### src/rtl/idex_skid_stage.sv
`default_nettype none
// ============================================================================
// Module      : idex_skid_stage
// Description : ID/EX pipeline register with a two-entry skid buffer.
//               The main register drives the EX-side outputs. The skid
//               register absorbs one entry when EX back-pressures. i_ready
//               is registered, so there is no combinational path from
//               o_ready back to the ID side.
// Revision    : 1.0 - initial release
// ============================================================================
module idex_skid_stage #(
    parameter int DATA_W  = 8,
    parameter int ADDR_W  = 4,
    parameter int CNT_W   = 8,
    parameter int PASS_EN = 1
) (
    input  logic                  clk,
    input  logic                  rst_n,
    input  logic                  flush,
    input  logic                  i_valid,
    output logic                  i_ready,
    input  logic [2:0]            i_ctrl,
    input  logic [ADDR_W-1:0]     i_wa,
    input  logic [2*DATA_W-1:0]   i_ops,
    input  logic [3*DATA_W-1:0]   i_mem,
    input  logic [DATA_W-1:0]     i_pc,
    output logic                  o_valid,
    input  logic                  o_ready,
    output logic [2:0]            o_ctrl,
    output logic [ADDR_W-1:0]     o_wa,
    output logic [2*DATA_W-1:0]   o_ops,
    output logic [3*DATA_W-1:0]   o_mem,
    output logic [DATA_W-1:0]     o_pc,
    output logic [1:0]            o_occ,
    output logic [CNT_W-1:0]      o_stall_cnt
);

    // Non-control payload, packed as {wa, ops, mem, pc}
    localparam int               C_MW       = ADDR_W + 6*DATA_W;
    localparam logic [CNT_W-1:0] C_CNT_MAX  = {CNT_W{1'b1}};

    logic              w_accept;
    logic              w_release;
    logic [C_MW-1:0]   w_in_data;

    logic              main_valid_q, main_valid_d;
    logic              skid_valid_q, skid_valid_d;
    logic              rdy_q,        rdy_d;
    logic [2:0]        ctrl_q,       ctrl_d;
    logic [C_MW-1:0]   data_q,       data_d;
    logic [2:0]        skid_ctrl_q,  skid_ctrl_d;
    logic [C_MW-1:0]   skid_data_q,  skid_data_d;
    logic [CNT_W-1:0]  stall_q,      stall_d;

    assign w_in_data = {i_wa, i_ops, i_mem, i_pc};
    assign w_accept  = i_valid && rdy_q;
    assign w_release = main_valid_q && o_ready;

    // The reserved empty-stage mode behaves exactly like the registered mode
    generate
        if (PASS_EN == 0) begin : g_pass_reserved
            assign i_ready = rdy_q;
        end else begin : g_pass_registered
            assign i_ready = rdy_q;
        end
    endgenerate

    // Next-state selection for main/skid occupancy and payload movement
    always_comb begin
        main_valid_d = main_valid_q;
        skid_valid_d = skid_valid_q;
        ctrl_d       = ctrl_q;
        data_d       = data_q;
        skid_ctrl_d  = skid_ctrl_q;
        skid_data_d  = skid_data_q;

        if (flush) begin
            main_valid_d = 1'b0;
            skid_valid_d = 1'b0;
        end else if (w_release && skid_valid_q) begin
            // Skid drains into main; i_ready is low so nothing is accepted
            main_valid_d = 1'b1;
            skid_valid_d = 1'b0;
            ctrl_d       = skid_ctrl_q;
            data_d       = skid_data_q;
        end else if (w_release || !main_valid_q) begin
            // Main is free this cycle: the incoming entry (if any) lands there
            main_valid_d = w_accept;
            if (w_accept) begin
                ctrl_d = i_ctrl;
                data_d = w_in_data;
            end
        end else if (w_accept) begin
            // Main is stuck, park the new entry in the skid register
            skid_valid_d = 1'b1;
            skid_ctrl_d  = i_ctrl;
            skid_data_d  = w_in_data;
        end

        // Control becomes a bubble whenever main is empty; data fields hold
        if (!main_valid_d) begin
            ctrl_d = 3'b000;
        end

        rdy_d = !skid_valid_d;
    end

    // Saturating count of cycles where EX back-pressures a valid entry
    always_comb begin
        stall_d = stall_q;
        if (main_valid_q && !o_ready && (stall_q != C_CNT_MAX)) begin
            stall_d = stall_q + 1'b1;
        end
    end

    // Pipeline and skid state registers
    always_ff @(posedge clk) begin
        if (!rst_n) begin
            main_valid_q <= 1'b0;
            skid_valid_q <= 1'b0;
            rdy_q        <= 1'b1;
            ctrl_q       <= 3'b000;
            data_q       <= '0;
            skid_ctrl_q  <= 3'b000;
            skid_data_q  <= '0;
        end else begin
            main_valid_q <= main_valid_d;
            skid_valid_q <= skid_valid_d;
            rdy_q        <= rdy_d;
            ctrl_q       <= ctrl_d;
            data_q       <= data_d;
            skid_ctrl_q  <= skid_ctrl_d;
            skid_data_q  <= skid_data_d;
        end
    end

    // Stall counter register; flush intentionally has no effect here
    always_ff @(posedge clk) begin
        if (!rst_n) begin
            stall_q <= '0;
        end else begin
            stall_q <= stall_d;
        end
    end

    assign o_valid     = main_valid_q;
    assign o_ctrl      = ctrl_q;
    assign {o_wa, o_ops, o_mem, o_pc} = data_q;
    assign o_occ       = {1'b0, main_valid_q} + {1'b0, skid_valid_q};
    assign o_stall_cnt = stall_q;

endmodule
`default_nettype wire
### config.mk
export PLATFORM = sky130hd
export DESIGN_NAME = idex_skid_stage
export DESIGN_NICKNAME = d
export VERILOG_FILES = /design/src/rtl/idex_skid_stage.sv
export SDC_FILE = /design/constraint.sdc
export NUM_CORES = 1
export LEC_CHECK = 0
export BUFFER_PORTS_ARGS = -buffer_cell sky130_fd_sc_hd__buf_2
export CORE_ASPECT_RATIO = 0.5
export CORE_MARGIN = 4
export CORE_UTILIZATION = 30
export CTS_BUF_LIST = sky130_fd_sc_hd__clkbuf_8 sky130_fd_sc_hd__clkbuf_16
export DETAILED_ROUTE_END_ITERATION = 8
export PLACE_DENSITY = 0.5
export SYNTH_ARGS = -nofsm -noshare
export SYNTH_HDL_FRONTEND = slang
export SYNTH_SLANG_ARGS = --single-unit
### constraint.sdc
create_clock -name clk -period 2.32 [get_ports clk]
set_clock_uncertainty 0.1 [all_clocks]
set_input_delay 0.464 -clock clk [delete_from_list [all_inputs] [get_ports clk]]
set_output_delay 0.464 -clock clk [all_outputs]
set_load 0.02 [all_outputs]
==> summary.md <==
| Metric | Value |
|---|---|
| Fmax | 507 MHz |
| Cell variety after synth | 34 |
| Largest net degree at the start of global routing | 59 |
| Die height | 96.9 um |
| CP Capture Type | primary output |
| Fillers | 1669 |
| Setup repair after global routing missed its margin | no |
| WL/cell | 14.1 um |
| Worst R2R Path Depth | 5 |
| Worst path slowest cell | dfxtp_1 |
| Post-CTS resize count | 0 |
| Pwr dens | 861 nW/um^2 |
| CP Buf/Inv Count | 1 |
| Max-slew violations | 0 |
| Status | finished clean |
| Routability cong. | 0.713 |
| First-pass GRT wire length | 21600 um |
| Period minus WS final | 1.97 ns |
| WP data arrival | 1.41 ns |
| Critical path's top delay family | flip-flops |
| Peak supply drop | 0.401 mV |
| Worst-path fanout max | 11 |
| CTS tree | yes |
| Gr usage total | 0.147 |
| Leakage | 2.57 nW |
| Share of cells above drive strength 1 | 0.249 |
| Number of diodes | 0 |
| CTS Hold Bufs | 0 |
| Antenna violations before repair | 0 |
| Vias per cell | 4.68 |
| Routed WL | 13100 um |
| Post-CTS Setup Bufs | 0 |
| MaxCap Viol Count | 0 |
| Slew @ Worst Pin | 0.393 ns |
| Synth Register Bits | 121 |
| Avg Synthesized Cell Area | 7.87 um^2 |
| Final nets | 777 |
| H-tree levels | 4 |
| Cells along the critical path | ha_1 -> buf_2 |
| Max_slew headroom | 0.737 |
| Worst EP required | 1.76 ns |
| Syn_nets | 665 |
| Clock slew seen by the registers of the worst setup and hold paths | 0.06 ns |
| Hpwl dp | 8450 um |
| Vias | 4363 |
| Core area | 15500 um^2 |
| Clk sink count | 121 |
| Most common cell after layout, fill and taps aside | nand2_1 |
| Die area | 18000 um^2 |
| Number of I/O pins | 127 |
| Initial DRT Pass Iterations | 4 |
| Final hold vios | 0 |
| Seq/Total Area, Yosys | 0.510 |
| Die Wd | 186 um |
| Cell Area, Synth | 4750 um^2 |
| Slowest stage delay, CP | 0.55 ns |
| Post-Syn Instances | 603 |
| Worst min path class | in -> reg |
| Routed Antenna Nets | 0 |
| Clock Latency Late Sink | 0.40 ns |
| Area Overhead vs Synth | 29.7% |
| CTS Root Cell | clkbuf_16 |
| First DRT Iteration DRCs | 187 |
| Critical Setup Path Class | reg -> out |
| Worst Setup Start Kind | flop |
| Final Hold Slack | 0.206 ns |
| Final period utilization | 0.850 |
| CTS Buf Count | 17 |
| WP depth | 2 |
| Buffers on Ports | 126 |
| Final TNS setup | 0 ns |
| Initial core utilization | 0.307 |
| Rows | 32 |
| GRT overflow | 0 |
| Ys Warns | 0 |
| Vias in the first global route | 4279 |
| Max clock buf depth | 2 |
| Most frequent cells in the layout | nand2_1 (224), buf_2 (126), dfxtp_1 (121) |
| # DRC | 0 |
| Hold path depth | 3 |
| Final setup vio count | 0 |
==> report_power, final <==
part	internal [W]	switching, W
Clock	0.00169	0.000993
Sequential	0.00215	0.0000405
Combinational	0.000156	0.000268
==> layer usage <==
layer,vias up,track usage,part of all wire
met5,-,0,0
met4,0,0.0436,0.0071
met3,6,0.0387,0.045
met2,79,0.243,0.47
met1,2005,0.190,0.47
li1,2273,-,-
==> Yosys cell counts, drive strengths merged <==
library cell  count  area share
a31oi            55       0.073
xor2              1      0.0018
nor3              2      0.0045
a41o              1      0.0021
and4b             1      0.0021
nand2           224        0.18
and4              3      0.0061
nor2              3      0.0024
or3               2      0.0026
buf              26       0.036
a211oi            2      0.0042
clkbuf           21       0.017
inv               3      0.0024
a211o             1      0.0018
clkinv            1     0.00079
nor2b             1      0.0029
a21oi            58       0.061
nand3             9      0.0095
dfxtp           121        0.51
o21ai            56       0.059
mux2i             1      0.0021
nand2b            3      0.0055
o31ai             1      0.0016
o211a             3      0.0063
o211ai            1      0.0016
ha                2      0.0053
and3              1      0.0013
==> cell families after synthesis <==
| logic type | count (synthesis) | share of synthesized area |
|---|---|---|
| AOI/OAI and AO/OA | 178 | 0.210 |
| buffers and inverters | 51 | 0.0559 |
| muxes | 1 | 0.00211 |
| DFF | 121 | 0.510 |
| adders and majority gates | 2 | 0.00527 |
| xor gates and xnor gates | 1 | 0.00185 |
| and+or+nand+nor | 249 | 0.214 |
==> through the flow <==
step | total power [W] | setup WS [ns] | instance area [um^2] | util | cells
2_1_floorplan | 0.00249 | 0.537 | 4750 | - | 603
3_3_place_gp | 0.00267 | 0.332 | 5550 | 0.359 | 900
3_5_place_dp | 0.00267 | 0.306 | 5550 | 0.359 | 900
4_1_cts | 0.00537 | 0.315 | 6150 | 0.398 | 932
5_1_grt | 0.00550 | 0.260 | 6150 | 0.398 | 932
6_report | 0.00530 | 0.349 | 6150 | 0.398 | 932
==> state kept, by name, summed over array words and instances, names as in the netlist <==
register / cells
o_valid: 1
data_q: 52
skid_data_q: 52
o_ctrl: 3
skid_ctrl_q: 3
skid_valid_q: 1
o_stall_cnt: 8
i_ready: 1
==> worst reg2reg max path, delay by kind of cell, from the launching register on <==
family / cells / cell delay [ns]
AND/OR/NAND/NOR: 3 / 0.81
flip-flops: 1 / 0.55
buffers and inverters: 1 / 0.23
AO/OA/AOI/OAI: 1 / 0.06
==> final timing paths <==
| check | from | to | slack (ns) |
|---|---|---|---|
| min | i_mem[18] | skid_data_q[26] | 0.21 |
| min reg2reg | skid_ctrl_q[2] | skid_ctrl_q[2] | 0.35 |
| max reg2reg | o_valid | skid_data_q[10] | 0.46 |
| max | o_valid | o_occ[0] | 0.35 |
==> area by class of cell <==
| type | count | area (um^2) | share of cell area |
|---|---|---|---|
| clock inverter | 15 | 178 | 0.0289 |
| tap | 204 | 255 | 0.0415 |
| timing repair buffer | 140 | 786 | 0.128 |
| clock buffer | 17 | 425 | 0.0691 |
| multi-input combinational | 431 | 2070 | 0.337 |
| inverter | 4 | 15.0 | 0.00244 |
| sequential | 121 | 2420 | 0.394 |
(Power assumes the default switching activity.)
